`src/rtl/display_timing_gen_pkg.sv`:
```
// Shared timing arithmetic and pixel type for the panel timing generator,
// the frame-buffer reader and the bench-side display model.
package display_timing_gen_pkg;

  typedef struct packed {
    logic [7:0] r;
    logic [7:0] g;
    logic [7:0] b;
  } pixel_t;

  localparam pixel_t PIXEL_BLANK = '0;

  // Full span of one axis: sync pulse + back porch + active area + front porch.
  function automatic int totalSpan(input int pulse, input int back, input int area,
                                   input int front);
    return pulse + back + area + front;
  endfunction

  function automatic int activeStart(input int pulse, input int back);
    return pulse + back;
  endfunction

  function automatic int activeEnd(input int pulse, input int back, input int area);
    return pulse + back + area;
  endfunction

endpackage

```
`src/rtl/display_pixel_fifo.sv`:
```
// Synchronous first-word-fall-through pixel FIFO; the head entry is visible on
// oDATA whenever oEMPTY is low. Depth must be a power of two.
module display_pixel_fifo
  import display_timing_gen_pkg::*;
#(
  parameter int P_DEPTH = 16
) (
  input  logic   iCLOCK,
  input  logic   iRESET,
  input  logic   iPUSH,
  input  pixel_t iDATA,
  input  logic   iPOP,
  output pixel_t oDATA,
  output logic   oFULL,
  output logic   oEMPTY
);

  localparam int AW = $clog2(P_DEPTH);
  localparam int CW = AW + 1;
  localparam logic [CW-1:0] COUNT_FULL = CW'(P_DEPTH);

  pixel_t        mem [P_DEPTH];
  logic [AW-1:0] wrPtr;
  logic [AW-1:0] rdPtr;
  logic [CW-1:0] count;
  logic          doPush;
  logic          doPop;

  // Requests against a full/empty FIFO are dropped here so callers cannot corrupt pointers.
  assign doPush = iPUSH && !oFULL;
  assign doPop  = iPOP && !oEMPTY;

  assign oFULL  = (count == COUNT_FULL);
  assign oEMPTY = (count == '0);
  assign oDATA  = mem[rdPtr];

  always_ff @(posedge iCLOCK) begin
    if (doPush) begin
      mem[wrPtr] <= iDATA;
    end
  end

  always_ff @(posedge iCLOCK or posedge iRESET) begin
    if (iRESET) begin
      wrPtr <= '0;
      rdPtr <= '0;
      count <= '0;
    end else begin
      if (doPush) begin
        wrPtr <= wrPtr + AW'(1);
      end
      if (doPop) begin
        rdPtr <= rdPtr + AW'(1);
      end
      case ({doPush, doPop})
        2'b10:   count <= count + CW'(1);
        2'b01:   count <= count - CW'(1);
        default: count <= count;
      endcase
    end
  end

endmodule

```
`src/rtl/display_timing_gen.sv`:
```
// Panel-side display timing: H/V counters, sync/active decode registered to the
// pins, and a pixel FIFO drained one entry per active clock.
module display_timing_gen
  import display_timing_gen_pkg::*;
#(
  parameter int P_H_AREA     = 640,
  parameter int P_V_AREA     = 480,
  parameter int P_THP        = 95,
  parameter int P_THB        = 48,
  parameter int P_THF        = 15,
  parameter int P_TVP        = 2,
  parameter int P_TVB        = 33,
  parameter int P_TVF        = 10,
  parameter int P_FIFO_DEPTH = 16
) (
  input  logic       iCLOCK,
  input  logic       iRESET,
  input  logic       iDISP_ENA,
  input  logic       iERR_CLEAR,
  input  logic       iPIXEL_VALID,
  output logic       oPIXEL_READY,
  input  logic [7:0] iPIXEL_R,
  input  logic [7:0] iPIXEL_G,
  input  logic [7:0] iPIXEL_B,
  output logic       onDISP_SYNC_H,
  output logic       onDISP_SYNC_V,
  output logic [7:0] oDISP_R,
  output logic [7:0] oDISP_G,
  output logic [7:0] oDISP_B,
  output logic       oFRAME_START,
  output logic       oERR_UNDERFLOW
);

  localparam int H_TOTAL = totalSpan(P_THP, P_THB, P_H_AREA, P_THF);
  localparam int V_TOTAL = totalSpan(P_TVP, P_TVB, P_V_AREA, P_TVF);
  localparam int HW = $clog2(H_TOTAL);
  localparam int VW = $clog2(V_TOTAL);

  localparam logic [HW-1:0] H_LAST      = HW'(H_TOTAL - 1);
  localparam logic [HW-1:0] H_SYNC_END  = HW'(P_THP);
  localparam logic [HW-1:0] H_ACT_START = HW'(activeStart(P_THP, P_THB));
  localparam logic [HW-1:0] H_ACT_END   = HW'(activeEnd(P_THP, P_THB, P_H_AREA));
  localparam logic [VW-1:0] V_LAST      = VW'(V_TOTAL - 1);
  localparam logic [VW-1:0] V_SYNC_END  = VW'(P_TVP);
  localparam logic [VW-1:0] V_ACT_START = VW'(activeStart(P_TVP, P_TVB));
  localparam logic [VW-1:0] V_ACT_END   = VW'(activeEnd(P_TVP, P_TVB, P_V_AREA));

  logic [HW-1:0] hCnt;
  logic [VW-1:0] vCnt;
  logic          hWrap;
  logic          vWrap;

  assign hWrap = (hCnt == H_LAST);
  assign vWrap = (vCnt == V_LAST);

  // Disabling holds both counters at zero so a re-enable always starts a fresh frame.
  always_ff @(posedge iCLOCK or posedge iRESET) begin
    if (iRESET) begin
      hCnt <= '0;
      vCnt <= '0;
    end else if (!iDISP_ENA) begin
      hCnt <= '0;
      vCnt <= '0;
    end else begin
      hCnt <= hWrap ? '0 : hCnt + HW'(1);
      if (hWrap) begin
        vCnt <= vWrap ? '0 : vCnt + VW'(1);
      end
    end
  end

  logic hSyncDue;
  logic vSyncDue;
  logic hInWin;
  logic vInWin;
  logic activeDue;
  logic frameDue;

  assign hSyncDue  = iDISP_ENA && (hCnt < H_SYNC_END);
  assign vSyncDue  = iDISP_ENA && (vCnt < V_SYNC_END);
  assign hInWin    = (hCnt >= H_ACT_START) && (hCnt < H_ACT_END);
  assign vInWin    = (vCnt >= V_ACT_START) && (vCnt < V_ACT_END);
  assign activeDue = iDISP_ENA && hInWin && vInWin;
  assign frameDue  = iDISP_ENA && (hCnt == '0) && (vCnt == '0);

  // Upstream handshake: a pixel transfers on any clock where iPIXEL_VALID and
  // oPIXEL_READY are both high; ready is !full from the registered count, so a
  // full FIFO refuses a push even when the same clock pops.
  pixel_t pushData;
  pixel_t fifoHead;
  logic   fifoFull;
  logic   fifoEmpty;
  logic   push;
  logic   pop;
  logic   underflow;

  assign pushData     = '{r: iPIXEL_R, g: iPIXEL_G, b: iPIXEL_B};
  assign oPIXEL_READY = !fifoFull;
  assign push         = iPIXEL_VALID && !fifoFull;
  assign pop          = activeDue && !fifoEmpty;
  assign underflow    = activeDue && fifoEmpty;

  display_pixel_fifo #(
    .P_DEPTH(P_FIFO_DEPTH)
  ) u_fifo (
    .iCLOCK(iCLOCK),
    .iRESET(iRESET),
    .iPUSH (push),
    .iDATA (pushData),
    .iPOP  (pop),
    .oDATA (fifoHead),
    .oFULL (fifoFull),
    .oEMPTY(fifoEmpty)
  );

  // A starved active slot is still spent as black; the raster never slips.
  pixel_t pixOut;

  always_ff @(posedge iCLOCK or posedge iRESET) begin
    if (iRESET) begin
      onDISP_SYNC_H  <= 1'b1;
      onDISP_SYNC_V  <= 1'b1;
      pixOut         <= PIXEL_BLANK;
      oFRAME_START   <= 1'b0;
      oERR_UNDERFLOW <= 1'b0;
    end else begin
      onDISP_SYNC_H <= !hSyncDue;
      onDISP_SYNC_V <= !vSyncDue;
      pixOut        <= pop ? fifoHead : PIXEL_BLANK;
      oFRAME_START  <= frameDue;
      if (underflow) begin
        oERR_UNDERFLOW <= 1'b1;
      end else if (iERR_CLEAR) begin
        oERR_UNDERFLOW <= 1'b0;
      end
    end
  end

  assign oDISP_R = pixOut.r;
  assign oDISP_G = pixOut.g;
  assign oDISP_B = pixOut.b;

endmodule
```
`config.mk`:
```
export PLATFORM = sky130hd
export DESIGN_NAME = display_timing_gen
export DESIGN_NICKNAME = d
export VERILOG_FILES = /design/src/rtl/display_timing_gen_pkg.sv /design/src/rtl/display_pixel_fifo.sv /design/src/rtl/display_timing_gen.sv
export SDC_FILE = /design/constraint.sdc
export NUM_CORES = 1
export LEC_CHECK = 0
export CAP_MARGIN = 20
export CORE_UTILIZATION = 43
export CTS_BUF_LIST = sky130_fd_sc_hd__clkbuf_8
export CTS_CLUSTER_DIAMETER = 50
export DETAILED_ROUTE_END_ITERATION = 16
export SKIP_CTS_REPAIR_TIMING = 1
export SLEW_MARGIN = 15
export SYNTH_ARGS = -nofsm -noshare
export SYNTH_HDL_FRONTEND = slang
export SYNTH_SLANG_ARGS = --single-unit
```
`constraint.sdc`:
```
create_clock -name iCLOCK -period 5.45 [get_ports iCLOCK]
set_input_delay 0.545 -clock iCLOCK [delete_from_list [all_inputs] [get_ports iCLOCK]]
set_output_delay 0.545 -clock iCLOCK [all_outputs]
set_load 0.05 [all_outputs]
```
After elaboration in Yosys (flattened, before gate mapping) --
Memory sizes are Yosys's and may differ from the RTL's. Cells that the tools add are included.
Cells by class: order comparisons 6, equality and inequality tests 6, $add $sub $neg 6, reductions and logical operators 22, mux-type cells 11
Operators by type and width (count):
- $mux W10 | 5
- $mux W24 | 1
- $add A10 B1 Y10 const B | 2
- $eq A10 B10 Y1 const B | 2
- $logic_not A10 Y1 | 2
- $lt A10 B10 Y1 const B | 2
- $logic_and A1 B1 Y1 | 13
- $ge A10 B6 Y1 const B | 1
- $ge A10 B8 Y1 const B | 1
- $lt A10 B2 Y1 const B | 1
- $lt A10 B7 Y1 const B | 1
- $pmux W5 S2 | 1
- $add A4 B1 Y4 const B | 2
- $add A5 B1 Y5 const B | 1
- $eq A5 B5 Y1 const B | 1
- $logic_not A5 Y1 | 1
- $sub A5 B1 Y5 const B | 1
- $logic_not A1 Y1 | 4
- $mux W1 | 4
- $reduce_bool A2 Y1 | 2
- $eq A2 B1 Y1 const B | 1
- $eq A2 B2 Y1 const B | 1
- $ne A2 B1 Y1 const B | 1
Word-level totals: memories kept 1, register bits 61, output and inout port bits 29, RAM bits 384, logic and storage cells 64
Memory list:
- u_fifo.mem | depth 16, width 24, rd ports 1, clocked after memory_dff 0, write ports 1, line display_pixel_fifo.sv:22 | pixel_t mem [P_DEPTH];

Depth between registers and ports, before layout --
Gate-level depths: netlist (run 1).
depth after elaboration 8, mapped depth 15, gate-level depth less buffers 14

Cells and area by module --
From an unflattened synthesis (run 1), not the netlist that was laid out.
Second synthesis, totals: cell total of the unflattened synthesis 1007, area, all modules 18013.5 sq um
Modules (own cells, without submodules):
- display_pixel_fifo | cells an instance 785, instances 1, area each 15753.9 sq um
- display_timing_gen | cells an instance 222, instances 1, area each 2259.7 sq um

Worst setup path before layout (run 1) --
OpenSTA, ideal clock, no wires.
kind register -> register, from reg u_fifo.count[0], to mem u_fifo.mem[3][0] (netlist name) (enable), data required time 5015 ps, cell stages (with the launch flop) 7, library setup time 435 ps, arrival 3114 ps, path slack 1901 ps, cell sequence dfrtp_1 -> nor4_1 -> nand2_1 -> and2_1 -> clkbuf_1 -> nand2_1 -> nor3_1
Between the ends: word-level cells in the longest chain between the ends 6
RTL lines:
- start: declaration | line display_pixel_fifo.sv:25 | logic [CW-1:0] count;
- start signal: assignment | line display_pixel_fifo.sv:56 | 2'b10: count <= count + CW'(1);
- start signal: assignment | line display_pixel_fifo.sv:57 | 2'b01: count <= count - CW'(1);
- start signal: assignment | line display_pixel_fifo.sv:58 | default: count <= count;
- $eq A5 B5 Y1 (*) | line display_pixel_fifo.sv:33 | assign oFULL = (count == COUNT_FULL);
- $logic_not A1 Y1 (*)
- named net oPIXEL_READY | line display_timing_gen.sv:21 | output logic oPIXEL_READY,
- $logic_and A1 B1 Y1 | line display_timing_gen.sv:99 | assign push = iPIXEL_VALID && !fifoFull;
- $logic_and A1 B1 Y1 (*) | line display_pixel_fifo.sv:30 | assign doPush = iPUSH && !oFULL;
- $mux W1 (*) | line display_pixel_fifo.sv:38 | if (doPush) begin
- $mux W1 (implied by the code) (*) | line display_pixel_fifo.sv:39 | mem[wrPtr] <= iDATA;
- end: declaration | line display_pixel_fifo.sv:22
Mark *: on every way through the listed nets, which the timed path passes. The rest lies on a longest branch.

Worst setup path in the final report (run 1) --
from reg hCnt[0], to reg u_fifo.count[4]
Between the ends: word-level cells in the longest chain between the ends 8
RTL lines:
- start: declaration | line display_timing_gen.sv:48 | logic [HW-1:0] hCnt;
- start signal: assignment | line display_timing_gen.sv:65 | hCnt <= hWrap ? '0 : hCnt + HW'(1);
- $ge A10 B8 Y1 / $lt A10 B10 Y1 (equally long branches) | line display_timing_gen.sv:81 | assign hInWin = (hCnt >= H_ACT_START) && (hCnt < H_ACT_END);
- $logic_and A1 B1 Y1 (*) | line display_timing_gen.sv:81
- $logic_and A1 B1 Y1 (*) (2 in a row) | line display_timing_gen.sv:83 | assign activeDue = iDISP_ENA && hInWin && vInWin;
- $logic_and A1 B1 Y1 (*) | line display_timing_gen.sv:100 | assign pop = activeDue && !fifoEmpty;
- $logic_and A1 B1 Y1 (*) | line display_pixel_fifo.sv:31 | assign doPop = iPOP && !oEMPTY;
- $eq A2 B1 Y1 / $eq A2 B2 Y1 (equally long branches) | line display_pixel_fifo.sv:55 | case ({doPush, doPop})
- $pmux W5 S2 / $reduce_bool A2 Y1 (equally long branches)
Mark *: on every way between the ends. The rest lies on a longest branch, timed or not. A chain may end at the register's enable or synchronous reset.

==> flow_metrics.tcl, run 1 <==
set metrics [dict create \
    status "finished clean" \
    maxCapViolations 0 \
    final_nets 967 \
    leakage_nw 6.60 \
    seq_area_frac_synth 0.755 \
    wirelength_um 34600 \
    worst-path-buf-inv 2 \
    fmax_mhz 256 \
    antenna_left 0 \
    syn_area_um2 17300 \
    via_per_inst 5.25 \
    rows 73 \
    syn-instance-count 810 \
    gr-total-overflow 0 \
    antenna_found_initial 1 \
    synth.top_cell.area_share 0.667 \
    fill_cells 3236 \
    clock_latency_ns 0.61 \
    skew_ns 0.0182 \
    fp.dieH_um 203 \
    final_area_um2 20100 \
    r2r_cells 14 \
    slew_violations 0 \
    grt_max_degree 47 \
    cts_tree "built" \
    cp-start-kind "register" \
    cts_buffers 76 \
    portBuffers 57 \
    cts_buffer_depth 3 \
    cpLargestDelayFamily "simple AND/OR/NAND/NOR gates" \
    cts_sinks 445 \
    regArea_um2 13100 \
    synth_edf_count 384 \
    syn2layout_area_growth_pct 16.1 \
    drive_gt1_frac 0.269 \
    peakVddDrop_uv 168 \
    cp_slowest_cell "a2111oi_4" \
    worst-path-max-fanout 27 \
    crit_required_ns 5.98 \
    dieArea_um2 41000 \
    setup_tns_ns 0 \
    hold_viol_final 0 \
    max_slew_margin 0.255 \
    synth_flop_cell "edfxtp_1" \
    worstSetupPathType "reg -> reg" \
    dpl-instance-area_um2 18600 \
    async_flop_share 0.137 \
    yosysWarnings 0 \
    yosysTopAreaCell "edfxtp_1" \
    tightest_slew_ns 1.11 \
    endpoint_kind "register" \
    timing.rr.start "hCnt[0]" \
    post-route-period-util 0.718 \
    routabilityCongestion 0.763 \
    first_iter_violations 581 \
    cp_num_cells 14 \
    final_common_cell "edfxtp_1" \
    dr.pass1.iters 4 \
    final.min_clock_period_ns 3.91 \
    clk_pin_slew_ns 0.06 \
    cp_cell_sequence "ha_1, nand3_1, mux2_2, a2111oi_4, nand3_4, inv_1, ha_1, inv_1, fa_1, nor2b_1, o21ai_0, and3_1, nor3_1, xor2_1" \
    fin_util 0.505 \
    setup_viol 0 \
    crit_start "hCnt[0]" \
    dr_total_vias 7896 \
    synthTopCellsByArea "edfxtp_1 (67%), mux4_2 (16%), dfrtp_1 (8.5%)" \
    min_path_type "in -> async" \
    core_um2 39700 \
    rsz0062_at_grt "no" \
    mostFrequentLayoutCells "edfxtp_1 (384), mux4_2 (120), clkbuf_8 (80)" \
    io_pins 58 \
    grt_pass1_wl_um 52400 \
    cp_slowest_stage_delay_ns 0.48 \
    hold_slack_ns 0.441 \
    grt_util_all_layers 0.174 \
    critical_path_arrival_ns 4.45 \
    avgRoutedWirePerCell_um 23.0 \
    yosysUniqueCellTypes 46 \
    cts_root_buffer "clkbuf_8" \
    multi_input_area_um2 4100 \
    h-tree-depth 3 \
    powerDensity_nw_per_um2 373 \
    hpwl_um 18400 \
    drc 0 \
    ys_ff_latch 445 \
    grt_pass1_vias 8487 \
    start_util 0.435 \
    avgSynthCellArea_um2 21.4 \
    die_x_um 203 \
    synthesis.nets 854 \
]
==> cells in the mapped netlist, drive strengths merged, types with 2 or more instances <==
cell,number
clkbuf,22
nand2b,3
a21oi,2
edfxtp,384
dfrtp,59
nand2,15
nor3,7
xnor2,9
mux4,120
and2b,6
inv,16
and2,2
nor2,39
xor2,17
ha,14
o21ai,6
nor4,5
dfstp,2
mux2,2
and3,8
nand4,7
buf,17
mux2i,2
nor2b,21
nand3,13
==> metal layers <==
layer	global-route usage	wire length, um
met2	0.276	17100
met4	0.0585	467
met1	0.242	14900
met5	0	13
met3	0.0335	2050
==> sequential cells by signal, summed over array words and instances, names as in the netlist <==
name / count
vCnt: 10
oDISP_G: 8
onDISP_SYNC_H: 1
oDISP_B: 8
oDISP_R: 8
u_fifo.rdPtr: 4
hCnt: 10
onDISP_SYNC_V: 1
oFRAME_START: 1
u_fifo.wrPtr: 4
u_fifo.mem: 384
u_fifo.count: 5
oERR_UNDERFLOW: 1
==> logic make-up after synthesis <==
| family | after synthesis | share of synthesized area |
|---|---|---|
| flip-flops | 445 | 0.755 |
| multiplexers | 124 | 0.159 |
| buffers and inverters | 55 | 0.0143 |
| adder cells (fa/ha/maj) | 15 | 0.0113 |
| AO/OA/AOI/OAI | 15 | 0.00651 |
| XOR/XNOR | 26 | 0.0136 |
| AND/OR/NAND/NOR | 130 | 0.0403 |
==> final cells by class <==
cell class              instances  share of cell area
flip-flops and latches        445               0.651
diodes                          1            0.000125
repair buffers                 74              0.0406
inverters                      16             0.00299
clock inverters                53              0.0133
multi-input cells             310               0.204
clock buffers                  80              0.0548
well taps                     525              0.0327
==> final timing paths <==
path | end | slack [ns]
min in group iCLOCK | u_fifo.count[4] | 0.48
hold / removal | oDISP_B[4] | 0.44
setup / recovery | u_fifo.count[4] | 1.54
setup reg to reg | u_fifo.count[4] | 1.54
hold reg to reg | u_fifo.count[4] | 0.48
max in group asynchronous | u_fifo.rdPtr[2] | 4.05
==> where the power goes <==
group          switching, mW  internal [mW]  leakage, nW  total [mW]
logic                  0.426          0.210         1.51       0.636
registers             0.0981           4.04         4.29        4.14
clock network           1.31           1.41        0.803        2.73
==> per-stage QoR <==
stage	std cells	power, mW	worst slack (ns)
CTS	1500	7.58	1.51
global placement	1364	4.81	1.58
detailed placement	1367	4.85	1.51
global route	1503	7.80	1.24
floorplan	810	4.52	1.90
finish	1504	7.50	1.54
No activity file was read; power rests on OpenSTA's default activity.
==> run 2: changes to the inputs <==
==> constraint.sdc (replaced) <==
create_clock -name iCLOCK -period 3.5 [get_ports iCLOCK]
set_input_delay 0.35 -clock iCLOCK [delete_from_list [all_inputs] [get_ports iCLOCK]]
set_output_delay 0.35 -clock iCLOCK [all_outputs]
set_load 0.05 [all_outputs]
==> flow_metrics.tcl, run 2 (synthesis gave the netlist of run 1 again) <==
set metrics [dict create \
    largest_register "u_fifo.mem" \
    grt_pass1_vias 8598 \
    regArea_um2 13100 \
    cts_root_buffer "clkbuf_8" \
    largest_reg_flops 384 \
    worst-path-max-fanout 6 \
    skew_ns 0.0209 \
    first_iter_violations 515 \
    start_util 0.435 \
    core_um2 39700 \
    dr.pass1.iters 5 \
    mostFrequentLayoutCells "edfxtp_1 (384), mux4_2 (120), clkbuf_8 (85)" \
    slew_violations 0 \
    cts_buffers 77 \
    fmax_mhz 300 \
    worstSetupPathType "reg -> reg" \
    clock_latency_ns 0.60 \
    grt_pass1_wl_um 54100 \
    hpwl_um 20100 \
    setup_viol 0 \
    dr_total_vias 8070 \
    tightest_slew_ns 0.794 \
    endpoint_kind "register" \
    die_x_um 203 \
    fill_cells 3194 \
    multi_input_area_um2 4130 \
    fp.dieH_um 203 \
    peakVddDrop_uv 309 \
    powerDensity_nw_per_um2 578 \
    final_nets 984 \
    drive_gt1_frac 0.288 \
    portBuffers 57 \
    final.min_clock_period_ns 3.33 \
    wirelength_um 35600 \
    io_pins 58 \
    clk_pin_slew_ns 0.05 \
    reg_top3 "u_fifo.mem: 384 flops, hCnt: 10 flops, vCnt: 10 flops" \
    hold_slack_ns 0.190 \
    rsz0062_at_grt "no" \
    antenna_left 0 \
    status "finished clean" \
    cts_tree "built" \
    gr-total-overflow 0 \
    rows 73 \
    grt_max_degree 38 \
    leakage_nw 6.71 \
    dieArea_um2 41000 \
    grt_util_all_layers 0.181 \
    hold_viol_final 0 \
    routabilityCongestion 0.718 \
    syn2layout_area_growth_pct 17.7 \
    maxCapViolations 0 \
    setup_tns_ns 0 \
    via_per_inst 5.31 \
    cts_sinks 445 \
    cp-start-kind "register" \
    final_common_cell "edfxtp_1" \
    antenna_cells 0 \
    h-tree-depth 3 \
    post-route-period-util 0.952 \
    max_slew_margin 0.471 \
    crit_required_ns 4.01 \
    critical_path_arrival_ns 3.84 \
    cts_buffer_depth 3 \
    min_path_type "in -> async" \
    avgRoutedWirePerCell_um 23.4 \
    drc 0 \
    antenna_found_initial 2 \
]
-- run 2: cell count changes in the layout (fill, tap and decap cells not counted), sizes merged, moves of 2 or more --
cell | before | now
clkbuf | 80 | 85
clkinvlp | 1 | 4
clkinv | 17 | 19
inv | 50 | 43
buf | 17 | 33
-- run 2: report_power, final --
group / total, mW / internal (mW) / switching (mW)
Clock: 4.23 / 2.22 / 2.01
Sequential: 6.45 / 6.28 / 0.171
Combinational: 1.08 / 0.377 / 0.700
-- run 2: metal layers --
metal  up-vias  GRT usage  part of all wire  wire [um]
met5         -          0           0.00037         13
met4         2     0.0593             0.016        586
met3        45     0.0356             0.046       1620
met2       194      0.284              0.48      17200
met1      4270      0.256              0.45      16100
li1       3559          -                 -          -
-- run 2: metrics by stage --
step,area [um2],cells,setup WS (ns),utilization,power (mW)
CTS,20300,1520,0.0306,0.512,11.9
global route,20400,1521,0.00436,0.512,12.3
detailed placement,19000,1385,0.0545,0.477,7.67
floorplan,17300,810,0.130,-,7.04
global placement,19000,1385,0.139,0.477,7.63
finish,20400,1521,0.170,0.512,11.8
-- run 2: worst paths after layout --
kind                                    to       startpoint  cells after the start  slack (ns)
max in group asynchronous    onDISP_SYNC_V           iRESET                      3        2.52
min                             oDISP_B[3]           iRESET                      2        0.19
min in group iCLOCK         oERR_UNDERFLOW       iERR_CLEAR                      2        0.35
max                        u_fifo.count[4]          hCnt[0]                     15        0.17
min reg2reg                u_fifo.count[4]  u_fifo.count[4]                      1        0.48
max reg2reg                u_fifo.count[4]          hCnt[0]                     15        0.17
-- run 2: final cells by class --
class | count | area share
multi-input cells | 310 | 0.203
clock buffers | 85 | 0.0575
inverters | 16 | 0.00301
repair buffers | 90 | 0.0519
flip-flops and latches | 445 | 0.642
well taps | 525 | 0.0323
clock inverters | 50 | 0.0108
-- run 2: worst max-delay path, stage by stage (launching register included) --
cell and delay (ns):
dfrtp_2 0.43, ha_1 0.25, nand3_1 0.14, mux2_2 0.37, a2111oi_4 0.28, buf_4 0.19, nand3_4 0.06, inv_1 0.08
ha_2 0.22, inv_1 0.09, fa_1 0.40, nor2b_1 0.11, o21ai_0 0.10, and3_1 0.19, nor3_1 0.17, xor2_1 0.16
